--- src/rtl/mips_pkg.sv ---
// Shared MIPS decode constants: opcodes, next-PC select encodings and field helpers.
package mips_pkg;

  localparam logic [5:0] OP_BEQ = 6'b000100;
  localparam logic [5:0] OP_BNE = 6'b000101;
  localparam logic [5:0] OP_J   = 6'b000010;

  typedef enum logic [1:0] {
    PCSRC_PLUS4  = 2'b00,
    PCSRC_BRANCH = 2'b01,
    PCSRC_JUMP   = 2'b10
  } pcsrc_e;

  function automatic logic [31:0] sign_ext16(input logic [15:0] imm);
    return {{16{imm[15]}}, imm};
  endfunction

endpackage

--- src/rtl/reg_file.sv ---
// 32-entry register file: two combinational read ports with write-through bypass,
// one synchronous write port, r0 hard-wired to zero, synchronous clear on reset.
module reg_file #(
  parameter int DATA_WIDTH     = 32,
  parameter int REG_ADDR_WIDTH = 5
) (
  input  logic                      clk_i,
  input  logic                      rst_i,
  input  logic                      we_i,
  input  logic [REG_ADDR_WIDTH-1:0] wa_i,
  input  logic [DATA_WIDTH-1:0]     wd_i,
  input  logic [REG_ADDR_WIDTH-1:0] ra1_i,
  input  logic [REG_ADDR_WIDTH-1:0] ra2_i,
  output logic [DATA_WIDTH-1:0]     rd1_o,
  output logic [DATA_WIDTH-1:0]     rd2_o
);

  localparam int NUM_REGS = 1 << REG_ADDR_WIDTH;

  logic [DATA_WIDTH-1:0] regs_q [NUM_REGS];
  logic                  wr_en;

  assign wr_en = we_i && (wa_i != '0);

  genvar gi;
  generate
    for (gi = 0; gi < NUM_REGS; gi++) begin : g_reg
      always_ff @(posedge clk_i) begin
        if (rst_i) begin
          regs_q[gi] <= '0;
        end else if (wr_en && (wa_i == gi[REG_ADDR_WIDTH-1:0])) begin
          regs_q[gi] <= wd_i;
        end
      end
    end
  endgenerate

  // A write landing this cycle is visible to the reader immediately.
  always_comb begin
    rd1_o = regs_q[ra1_i];
    rd2_o = regs_q[ra2_i];
    if (ra1_i == '0)                      rd1_o = '0;
    else if (wr_en && (wa_i == ra1_i))    rd1_o = wd_i;
    if (ra2_i == '0)                      rd2_o = '0;
    else if (wr_en && (wa_i == ra2_i))    rd2_o = wd_i;
  end

endmodule

--- src/rtl/decode_stage.sv ---
// MIPS ID stage: IF/ID register, register file, branch compare and next-PC select.
// Define DECODE_BNE_EN to resolve BNE in decode; otherwise BNE is treated as non-branch.
module decode_stage
  import mips_pkg::*;
#(
  parameter int DATA_WIDTH     = 32,
  parameter int REG_ADDR_WIDTH = 5
) (
  input  logic                      CLK,
  input  logic                      RST,
  input  logic [DATA_WIDTH-1:0]     InstrF,
  input  logic [DATA_WIDTH-1:0]     PCPlus4F,
  input  logic                      StallD,
  input  logic                      FlushD,
  input  logic                      ForwardAD,
  input  logic                      ForwardBD,
  input  logic [DATA_WIDTH-1:0]     ALUOutM,
  input  logic                      RegWriteW,
  input  logic [REG_ADDR_WIDTH-1:0] WriteRegW,
  input  logic [DATA_WIDTH-1:0]     ResultW,
  output logic [DATA_WIDTH-1:0]     InstrD,
  output logic [DATA_WIDTH-1:0]     PCPlus4D,
  output logic [DATA_WIDTH-1:0]     RD1D,
  output logic [DATA_WIDTH-1:0]     RD2D,
  output logic [DATA_WIDTH-1:0]     SignImmD,
  output logic [REG_ADDR_WIDTH-1:0] RsD,
  output logic [REG_ADDR_WIDTH-1:0] RtD,
  output logic [REG_ADDR_WIDTH-1:0] RdD,
  output logic [DATA_WIDTH-1:0]     PCBranchD,
  output logic [DATA_WIDTH-1:0]     PCJump,
  output logic [1:0]                PCSrcD
);

  logic [DATA_WIDTH-1:0] instr_q, instr_d;
  logic [DATA_WIDTH-1:0] pcplus4_q, pcplus4_d;
  logic [DATA_WIDTH-1:0] cmp_a, cmp_b;
  logic [5:0]            opcode;
  pcsrc_e                pcsrc;

  // Stall outranks flush so a held instruction is not lost.
  always_comb begin
    instr_d   = instr_q;
    pcplus4_d = pcplus4_q;
    if (!StallD) begin
      if (FlushD) begin
        instr_d   = '0;
        pcplus4_d = '0;
      end else begin
        instr_d   = InstrF;
        pcplus4_d = PCPlus4F;
      end
    end
  end

  always_ff @(posedge CLK) begin
    if (RST) begin
      instr_q   <= '0;
      pcplus4_q <= '0;
    end else begin
      instr_q   <= instr_d;
      pcplus4_q <= pcplus4_d;
    end
  end

  assign InstrD   = instr_q;
  assign PCPlus4D = pcplus4_q;
  assign RsD      = instr_q[25:21];
  assign RtD      = instr_q[20:16];
  assign RdD      = instr_q[15:11];
  assign opcode   = instr_q[31:26];
  assign SignImmD = sign_ext16(instr_q[15:0]);

  reg_file #(
    .DATA_WIDTH    (DATA_WIDTH),
    .REG_ADDR_WIDTH(REG_ADDR_WIDTH)
  ) u_reg_file (
    .clk_i (CLK),
    .rst_i (RST),
    .we_i  (RegWriteW),
    .wa_i  (WriteRegW),
    .wd_i  (ResultW),
    .ra1_i (instr_q[25:21]),
    .ra2_i (instr_q[20:16]),
    .rd1_o (RD1D),
    .rd2_o (RD2D)
  );

  assign cmp_a     = ForwardAD ? ALUOutM : RD1D;
  assign cmp_b     = ForwardBD ? ALUOutM : RD2D;
  assign PCBranchD = {SignImmD[DATA_WIDTH-3:0], 2'b00} + pcplus4_q;
  assign PCJump    = {pcplus4_q[DATA_WIDTH-1 -: 4], instr_q[25:0], 2'b00};

  // A stalled decode must not redirect fetch with a stale target.
  always_comb begin
    pcsrc = PCSRC_PLUS4;
    if (!StallD) begin
      case (opcode)
        OP_BEQ:  if (cmp_a == cmp_b) pcsrc = PCSRC_BRANCH;
`ifdef DECODE_BNE_EN
        OP_BNE:  if (cmp_a != cmp_b) pcsrc = PCSRC_BRANCH;
`endif
        OP_J:    pcsrc = PCSRC_JUMP;
        default: pcsrc = PCSRC_PLUS4;
      endcase
    end
  end

  assign PCSrcD = pcsrc;

endmodule
--- config.mk ---
export PLATFORM = sky130hd
export DESIGN_NAME = decode_stage
export DESIGN_NICKNAME = d
export VERILOG_FILES = /design/src/rtl/mips_pkg.sv /design/src/rtl/reg_file.sv /design/src/rtl/decode_stage.sv
export SDC_FILE = /design/constraint.sdc
export NUM_CORES = 2
export LEC_CHECK = 0
export CAP_MARGIN = 30
export CORE_MARGIN = 2
export CORE_UTILIZATION = 42
export CTS_BUF_LIST = sky130_fd_sc_hd__clkbuf_4
export DETAILED_ROUTE_END_ITERATION = 12
export SYNTH_ARGS = -nofsm -noshare
export SYNTH_HDL_FRONTEND = slang
export SYNTH_SLANG_ARGS = --single-unit
--- constraint.sdc ---
create_clock -name CLK -period 3.95 [get_ports CLK]
set_input_delay 0.395 -clock CLK [delete_from_list [all_inputs] [get_ports CLK]]
set_output_delay 0.395 -clock CLK [all_outputs]
set_load 0.05 [all_outputs]
==> reports/qor.csv <==
stage,metric,value,unit
run_status,status,"finished, violations left",
run_status,failing checks,negative setup slack,
drt,Initial DRT Pass Iterations,6,
timing,WHS,0.121,ns
critical_path,CP Max Fanout,11,
min_path,worst hold path type,input pin to flip-flop,
min_path,worst hold stages,4,
critical_path,critical path startpoint category,flip-flop,
drt,DRT Wirelength,298000,um
global_route,largest net degree at the start of global routing,72,
placement,hpwl dp,200000,um
timing,Layout Skew,0.0490,ns
run,Max Cap Viol,0,
floorplan,Die H,387,um
clock_network,"Clk pin slew, worst setup/hold paths",0.07,ns
power_and_ir_drop,Pwr Total,0.0315,W
timing,RSZ-0062 raised after global routing,true,
power_and_ir_drop,Leakage,29.6,nW
layout,area of the multi-input gates,28800,um2
layout,Reg area,32300,um2
clock_network,clock root cell,clkbuf_4,
power_and_ir_drop,pwr dens,379,nW/um2
logic_synthesis,Synth Instances,4663,
timing,Fin. Hold Viols,0,
clock_network,CTS Buf Count,326,
timing,Final period util,151,%
power_and_ir_drop,Comb pwr share,21.1,%
floorplan,row cnt,140,
power_and_ir_drop,sw frac,30.1,%
critical_path,Critical Path RT,3.56,ns
timing,Slew Limit Headroom,29.9,%
floorplan,die area,150000,um2
power_and_ir_drop,Peak VDD IR,0.274,mV
layout,share of cells above drive strength 1,38.7,%
floorplan,Ports,381,
drt,drt via density,6.52,
timing,"Slew Viols, Final",0,
drt,Via Count,52800,
placement,Final GP Congestion,1.01,
power_and_ir_drop,clock share of power,35.3,%
layout,"commonest non-fill, non-tap cell in the layout",edfxtp_1,
layout,most frequent cells in the layout,"1024 x edfxtp_1, 785 x and2_1, 709 x buf_4",
global_route,antenna violations before repair,33,
logic_synthesis,Synth Cell Area,61700,um2
floorplan,Initial Utilization,42.4,%
clock_network,Worst-Skew Late Latency,1.41,ns
critical_path,Worst Path Arrival,5.58,ns
placement,PortBufs,378,
timing,setup violators final,84,
global_route,GR Overflow Total,0,
logic_synthesis,sequential fraction of the synthesis area,52.2,%
logic_synthesis,Post-synth EDFFs,1024,
logic_synthesis,#FFs+latches synth,1098,
logic_synthesis,Post-Syn Area per Cell,13.2,um2
timing,fmax,167,MHz
logic_synthesis,Synth cell types,86,
layout,Util after Layout,57.0,%
floorplan,core area,146000,um2
global_route,Total Routing Usage GR,38.6,%
placement,cell count after placement,7270,
drt,DRC,0,
timing,worst setup margin,-2.03,ns
global_route,vias in the first global route,50600,
layout,non-filler instance count after layout,8098,
layout,# fillers,11900,
logic_synthesis,asr flop ratio synth,0,%
critical_path,CP endpoint kind,output pin,
clock_network,# clock sinks,1098,
critical_path,R2R cell count,4,
critical_path,Worst R2R Setup Slack,2.49,ns
critical_path,CP Class,flip-flop to output pin,
clock_network,maximum clock path buffer count,4,
drt,antenna-violating nets left,0,
global_route,global-route wire length before repair,400000,um
floorplan,die width,387,um
power_and_ir_drop,Internal,0.0220,W
timing,worst slew pin tran,1.05,ns
logic_synthesis,most used flip-flop cell after synthesis,edfxtp_1,
clock_network,CTS tree,built,
drt,wire per inst,36.8,um
power_and_ir_drop,NetSw,0.00948,W
power_and_ir_drop,sequential fraction of design power,43.6,%
clock_network,depth of the CTS H-tree,5,
logic_synthesis,Synthesis Warnings,0,
layout,Syn-to-layout area delta,34.5,%
layout,Final Net Count,6092,
timing,final worst path period need,5.98,ns
drt,initial detailed-routing violation count,8620,
-- critical path, cell delays in order (launching register included) --
cell and delay, ns:
dfxtp_4 0.45, buf_12 0.18, buf_12 0.16, mux4_2 0.54, mux2i_2 0.19, o21ai_2 0.10, a211oi_2 0.30, buf_4 0.19
a21oi_4 0.06, mux2i_1 0.17, xnor2_1 0.13, or4_1 0.53, or4_4 0.45, a2111oi_4 0.33, buf_4 0.22, buf_12 0.14
-- path summary, 6_finish.rpt --
kind,to,start
worst min register to register,PCPlus4D[0]$_SDFFE_PP0N_,PCPlus4D[0]$_SDFFE_PP0N_
worst max register to register,InstrD[12]$_SDFFE_PP0N_,InstrD[12]$_SDFFE_PP0N_
worst min-delay path,u_reg_file.regs_q[13][13]$_SDFFCE_PN0P_,ResultW[13]
worst max-delay path,PCSrcD[0],flip-flop
-- per-stage QoR --
stage          TNS [ns]  area [um2]  setup WS, ns
6_report         -36.83       83100         -2.03
5_1_grt          -45.87       83000         -2.12
4_1_cts          -44.10       81500         -2.01
3_5_place_dp      -1.15       74400         -1.12
3_3_place_gp      -1.18       74400         -1.17
2_1_floorplan    -0.383       62400        -0.383
-- Yosys cell counts, drive strengths merged, types with 15 or more instances --
library cell	n	share of area (%)
xnor2	61	0.87
a31oi	15	0.15
dfxtp	74	2.4
nand4	20	0.20
nor2b	29	0.29
and2	792	8.0
xor2	43	0.61
nor2	161	0.98
ha	29	0.59
clkbuf	292	1.8
inv	42	0.26
a221oi	26	0.38
mux2	24	0.44
o21ai	93	0.76
mux2i	277	4.5
nor3	233	1.9
a211oi	26	0.33
nand2b	16	0.16
edfxtp	1024	50
nand3	44	0.36
nor4	39	0.40
o31ai	21	0.29
buf	253	3.0
o22ai	17	0.17
a22oi	202	2.5
a21oi	80	0.65
nand2	106	0.64
a22o	27	0.38
mux4	404	15
and3	17	0.17
-- logic make-up (layout without fill, tap and decap cells) --
logic type	count (synthesis)	after routing	share of synthesized area, %
adders and majority gates	30	30	0.620
AOI/OAI and AO/OA	618	618	7.13
muxes	705	705	19.7
DFF	1098	1098	52.2
other	1	70	0.00607
xor gates and xnor gates	104	104	1.48
buffers and inverters	591	2040	5.03
and+or+nand+nor	1516	1516	13.8
-- repair_timing --
action / 4_1_cts / 5_1_grt
hold buffers: 111 / 0
hold endpoints to repair: 222 / 0
setup buffers: 58 / 72
pin swaps: 61 / 79
gates resized for setup: 342 / 233
setup endpoints to repair: 94 / 91
gates cloned: 6 / 1
-- registers in the layout, indices dropped and copies added, names as in the netlist, named ones only --
name,flops
PCPlus4D,32
InstrD,32
u_reg_file.regs_q,1024
-- area by class of cell --
class / count / share of cell area (%)
clock buffer: 460 / 4.16
sequential: 1098 / 38.9
tap: 1917 / 2.89
multi-input combinational: 3007 / 34.7
clock inverter: 91 / 0.681
inverter: 46 / 0.218
timing repair buffer: 1443 / 18.3
antenna: 36 / 0.108
-- per-layer routing --
metal / share of wire (%) / track usage (%)
met1: 36 / 50.7
met2: 42 / 55.7
met3: 15 / 13.8
met4: 6.3 / 20.8
met5: 0.0044 / 0
-- power by group through the flow --
stage | logic (W) | clock network (W) | registers, W
finish | 0.00665 | 0.0111 | 0.0137
floorplan | 0.00285 | 0 | 0.0139
detailed placement | 0.00591 | 0 | 0.0139
CTS | 0.00628 | 0.0112 | 0.0137
global route | 0.00672 | 0.0118 | 0.0138
global placement | 0.00590 | 0 | 0.0139
Power figures use the tool's default switching activity.
